===== src/rtl/hazard_detection_unit.sv =====
// Pipeline hazard detection: load-use, branch-operand and control-flow flush
// decisions for a 5-stage MIPS-style pipeline with branches resolved in ID.
module hazard_detection_unit (
    input  logic        clk,
    input  logic        reset,
    input  logic [4:0]  in_IF_ID_Rs_address_5,
    input  logic [4:0]  in_IF_ID_Rt_address_5,
    input  logic        in_IF_ID_UsesRs,
    input  logic        in_IF_ID_UsesRt,
    input  logic        in_IF_ID_Branch,
    input  logic        in_Branch_taken,
    input  logic        in_Jump,
    input  logic        in_ID_EX_MemRead,
    input  logic        in_ID_EX_RegWrite,
    input  logic [4:0]  in_ID_EX_Rd_address_5,
    input  logic        in_EX_MEM_MemRead,
    input  logic [4:0]  in_EX_MEM_Rd_address_5,
    output logic        o_PC_write,
    output logic        o_IF_ID_write,
    output logic        o_ID_EX_bubble,
    output logic        o_IF_ID_flush,
    output logic [15:0] o_stall_count_16
);

    typedef enum logic [1:0] {
        RUN         = 2'd0,
        STALL_EXTRA = 2'd1,
        RELEASE     = 2'd2
    } state_t;

    state_t      state_q, state_d;
    logic [15:0] count_q, count_d;

    logic [4:0] src_addr [2];
    logic [1:0] src_used;
    logic [1:0] ex_match;
    logic [1:0] mem_match;

    logic lu, ba, bl1, bl2, flush_req;
    logic stall, flush;

    assign src_addr[0] = in_IF_ID_Rs_address_5;
    assign src_addr[1] = in_IF_ID_Rt_address_5;
    assign src_used    = {in_IF_ID_UsesRt, in_IF_ID_UsesRs};

    // Writes to $0 are discarded, so a $0 destination never creates a dependency.
    genvar gi;
    generate
        for (gi = 0; gi < 2; gi++) begin : g_match
            assign ex_match[gi]  = src_used[gi] && (src_addr[gi] == in_ID_EX_Rd_address_5)
                                   && (in_ID_EX_Rd_address_5 != 5'd0);
            assign mem_match[gi] = src_used[gi] && (src_addr[gi] == in_EX_MEM_Rd_address_5)
                                   && (in_EX_MEM_Rd_address_5 != 5'd0);
        end
    endgenerate

    assign lu        = in_ID_EX_MemRead && (|ex_match);
    assign ba        = in_IF_ID_Branch && in_ID_EX_RegWrite && !in_ID_EX_MemRead && (|ex_match);
    assign bl2       = in_IF_ID_Branch && lu;
    assign bl1       = in_IF_ID_Branch && in_EX_MEM_MemRead && (|mem_match);
    assign flush_req = in_Jump || (in_IF_ID_Branch && in_Branch_taken);

    always_comb begin
        state_d = state_q;
        stall   = 1'b0;
        flush   = 1'b0;
        case (state_q)
            RUN: begin
                stall = lu || ba || bl1;
                flush = !stall && flush_req;
                if (bl2) begin
                    state_d = STALL_EXTRA;
                end
            end
            STALL_EXTRA: begin
                stall   = 1'b1;
                state_d = RELEASE;
            end
            RELEASE: begin
                flush   = flush_req;
                state_d = RUN;
            end
            default: begin
                state_d = RUN;
            end
        endcase
        // Reset is asynchronous, so outputs must return to run values immediately.
        if (reset) begin
            stall = 1'b0;
            flush = 1'b0;
        end
    end

    assign count_d = (stall && (count_q != 16'hFFFF)) ? count_q + 16'd1 : count_q;

    always_ff @(posedge clk or posedge reset) begin
        if (reset) begin
            state_q <= RUN;
            count_q <= 16'd0;
        end else begin
            state_q <= state_d;
            count_q <= count_d;
        end
    end

    assign o_PC_write       = !stall;
    assign o_IF_ID_write    = !stall;
    assign o_ID_EX_bubble   = stall;
    assign o_IF_ID_flush    = flush;
    assign o_stall_count_16 = count_q;

endmodule


===== config.mk =====
export PLATFORM = sky130hd
export DESIGN_NAME = hazard_detection_unit
export DESIGN_NICKNAME = d
export VERILOG_FILES = /design/src/rtl/hazard_detection_unit.sv
export SDC_FILE = /design/constraint.sdc
export NUM_CORES = 1
export LEC_CHECK = 0
export CORE_MARGIN = 8
export CORE_UTILIZATION = 45
export DETAILED_ROUTE_END_ITERATION = 8
export GPL_ROUTABILITY_DRIVEN = 0
export PLACE_DENSITY = 0.92
export SLEW_MARGIN = 20
export SYNTH_ARGS = -nofsm -noshare
export SYNTH_HDL_FRONTEND = slang
export SYNTH_SLANG_ARGS = --single-unit

===== constraint.sdc =====
create_clock -name clk -period 3.9 [get_ports clk]
set_input_delay 0.585 -clock clk [delete_from_list [all_inputs] [get_ports clk]]
set_output_delay 0.585 -clock clk [all_outputs]
set_load 0.005 [all_outputs]

After elaboration in Yosys (flattened, before gate mapping):

Index checks and enable logic that the tools add are counted.

* $add $sub $neg: 1
* eq/ne operators: 8
* mux-type cells: 6
* reduce and logical (&&, ||, !) cells: 29

Operator list (count)
* 5-bit == test: 4
* 1-bit logical AND: 18
* 16-bit by 1-bit adder with 16-bit output, second input constant: 1
* 16-bit inequality test, second input constant: 1
* 5-bit nonzero test: 2
* 1-bit one-hot mux with 2 select lines: 2
* 2-bit one-hot mux with 2 select lines: 1
* 2-bit OR reduction: 2
* 1-bit logical NOT: 3
* 1-bit logical OR: 3
* 2-bit by 1-bit == test with 1-bit output, second input constant: 1
* 2-bit == test, second input constant: 1
* 2-bit logical NOT: 1
* 1-bit two-way mux: 2
* 2-bit two-way mux: 1
* 2-bit inequality test, second input constant: 1

* flip-flop bits (word level): 18
* bits of input ports: 30
* output and inout port bits: 20

Depth between registers and ports, before layout:

* depth after elaboration: 11
* gate-level depth with buffers: 8
* depth with buffers taken out: 7

Least setup slack after synthesis:

Ideal clock, no wire load.

* kind: input port to output port
* from: input in_EX_MEM_Rd_address_5[0]
* to: output o_IF_ID_flush
* arrival: 1.960 ns
* data required time: 3.315 ns
* path slack: 1.355 ns
* stages on the path: 4
* buffers on the path: 0
* cell sequence: or3_1 > o311a_1 > a32o_2 > a2111oi_0

* word-level cells in the longest chain between the ends: 10

Ends and longest elaborated chain
* start, declared: line 17 `input logic [4:0] in_EX_MEM_Rd_address_5,`
* 5-bit == test: line 52 `assign mem_match[gi] = src_used[gi] && (src_addr[gi] == in_EX_MEM_Rd_address_5)`
* 1-bit logical AND: line 52
* 1-bit logical AND: line 53 `&& (in_EX_MEM_Rd_address_5 != 5'd0);`
* 2-bit OR reduction *: line 60 `assign bl1 = in_IF_ID_Branch && in_EX_MEM_MemRead && (|mem_match);`
* 1-bit logical AND *: line 60
* 1-bit logical OR *: line 69 `stall = lu || ba || bl1;`
* 1-bit logical NOT *: line 70 `flush = !stall && flush_req;`
* 1-bit logical AND *: line 70
* 1-bit one-hot mux with 2 select lines *: line 67 `case (state_q)`
* 1-bit two-way mux *: line 88 `if (reset) begin`
* end, declared: line 21 `output logic o_IF_ID_flush,`

Every way passes the cells marked *; elsewhere a longest branch is shown, timed or not.

Worst setup path in the final report:

Same ends and word-level chain as after synthesis.

==> results.md <==
- Worst Setup Start Kind: input pin
- Clock-pin transition on the worst setup and hold timing paths: 0.09 ns
- Area Overhead vs Synth: 46.1%
- Die Span Y: 66.6 um
- Top-area cell type share of the netlist area: 39.0%
- Number of synthesized flops with an enable pin: 0
- Min cycle time layout: 3.66 ns
- Syn_area_per_cell: 9.46 um2
- # diodes: 0
- Worst skew pair latency: 0.29 ns
- GRT Resource Usage Total: 13.5%
- Status: finished clean
- Max Cap Violations: 0
- Largest net degree at the start of global routing: 19
- Antenna-violating nets left: 0
- Num CTS Buffers: 3
- Vias/cell: 5.32
- Peak supply drop: 189 uV
- Yosys warning total: 0
- Pins Over Slew Limit: 0
- Worst slew margin: 54.5%
- Ys flop type: dfrtp_1
- Fin area: 1690 um2
- Vias: 1074
- Pwr dens: 248 nW/um2
- # IOs: 50
- Largest cells by area after synthesis: dfrtp_1, xnor2_1, xor2_1
- Grt total ovfl: 0
- Final TNS setup: 0 ns
- DRT iter0 DRCs: 52
- Worst Path Required: 3.31 ns
- Clock Skew: 0.00106 ns
- Post-CTS Setup Inserts: 0
- Post-layout net count: 205
- Distinct cell type count after synthesis: 26
- Crit path arrival time: 3.08 ns
- Synth top cells by count: xnor2_1, dfrtp_1, nand2_1, xor2_1, nor3_1
- FMAX: 0.273 GHz
- WL final: 3.04 mm
- CP dominant cell by count: clkdlybuf4s50_1
- Routed WL per cell: 15.1 um
- Cts hold-fix bufs: 0
- CP max stage delay: 0.60 ns
- Starting Density: 47.0%
- Mapped cell area: 1150 um2
- #FFs+latches synth: 18
- RSZ-0062 raised after global routing: false
- Seq/Total Area, Yosys: 39.0%
- Cell taking the most area after synthesis: dfrtp_1
- Synthesized instance count: 122
- Count leader, synth: xnor2_1
- Maximum net fanout on the critical path: 3
- CP endpoint kind: output port
- IO Port Bufs: 49
- Max Root-Sink Buffers: 2
- Initial antenna violation count: 0
- Final setup vio count: 0
- Crit-path cells: clkdlybuf4s50_1, or3_1, o311a_1, a32o_2, a2111oi_0, clkdlybuf4s50_1
- Tcrit/Tclk final: 93.9%
- H-tree Lvls: 1
- Core box area: 2450 um2
- Global-route wire length before repair: 4.89 mm
- Clock net sink count: 18
- Drt drc: 0
- CTS tree: built
- Post-cts sizing count: 0
- HPWL Detailed: 2.58 mm
- Hold crit path type: reg -> reg
- Vias in the first global route: 1143
- Die area: 4440 um2
- Hold Vio Cnt, Final: 0
- Layout cells sized above 1: 4.07%
- Root Buffer: clkbuf_4
- LEAKAGE: 0.713 nW
- Slew @ Worst Pin: 0.682 ns
- Crit Path Class: in -> out
- # rows: 18
- Asr flop ratio synth: 100%
- Synthesized Nets: 153
- Die width: 66.6 um
- 1st-pass router iterations: 4
- DP Area: 1660 um2
- Critical Path Slowest Stage Cell: clkdlybuf4s50_1
-- power breakdown --
part | switching (mW) | internal [mW]
sequential | 0.0163 | 0.197
combinational | 0.0425 | 0.0723
clock | 0.0547 | 0.0359
-- worst max-delay path, delay by kind of cell --
kind | cells | cell delay (ns)
buffers and inverters | 2 | 1.06
AND/OR/NAND/NOR | 1 | 0.41
AO/OA/AOI/OAI | 3 | 1.02
-- flip-flops by register name, indices dropped and copies added (netlist names) --
signal,flops
o_stall_count_16,16
state_q,2
-- per-stage QoR --
stage	hold WS, ns	util (%)	setup slack, ns	cells	power (mW)
after floorplan	0.446	-	1.36	122	0.260
after global placement	0.476	67.7	0.339	199	0.328
after detailed placement	0.483	67.7	0.222	199	0.333
after CTS	0.499	68.7	0.233	202	0.421
after global routing	0.517	68.7	0.173	202	0.441
final	0.497	68.7	0.238	202	0.418
-- worst paths after layout --
check	from	to	slack, ns	depth (start not counted)
max	in_EX_MEM_Rd_address_5[0]	o_IF_ID_flush	0.24	6
min	state_q[1]	state_q[1]	0.50	1
max reg2reg	o_stall_count_16[0]	o_stall_count_16[1]	1.78	5
min reg2reg	state_q[1]	state_q[1]	0.50	1
max in group asynchronous	reset	o_stall_count_16[12]	2.72	2
min in group asynchronous	reset	state_q[1]	0.75	2
-- layout by cell type (no fill, tap or decap) --
| cell type | count |
|---|---|
| nor2b_1 | 1 |
| nor2_1 | 7 |
| o311a_1 | 1 |
| o211ai_4 | 1 |
| a32o_2 | 1 |
| and3_1 | 2 |
| o21ai_0 | 1 |
| or3_1 | 3 |
| dfrtp_1 | 18 |
| nand3_1 | 6 |
| xor2_1 | 11 |
| nor4_1 | 2 |
| clkdlybuf4s50_1 | 49 |
| nor3_2 | 1 |
| xnor2_1 | 24 |
| clkbuf_4 | 3 |
| mux2_2 | 1 |
| nor3_1 | 9 |
| ha_1 | 1 |
| inv_1 | 7 |
| a21oi_1 | 1 |
| a21o_1 | 1 |
| nand2_1 | 11 |
| a2111oi_0 | 1 |
| nand4_1 | 7 |
| o22ai_1 | 2 |
-- per-layer routing --
layer	vias to the layer above	wire length [um]	global-route usage, %
met5	-	0	0
met4	0	26	3.20
met3	4	224	3.19
met2	47	1570	26.5
met1	502	1220	13.8
li1	521	-	-
-- cells by family after synthesis --
group	after synthesis	share of synthesized area, %
simple gates	49	21.4
xor+xnor	35	26.6
flops	18	39.0
compound gates	9	7.05
buf+inv	9	3.91
mux	1	0.976
fa+ha+maj	1	1.08
-- cell type report --
class                   instances  area [um2]
inverters                       7        26.3
clock buffers                   3        22.5
repair buffers                 49         490
flip-flops and latches         18         450
well taps                      30        37.5
multi-input cells              95         658
fillers                       209         769
No activity file was read; power rests on OpenSTA's default activity.
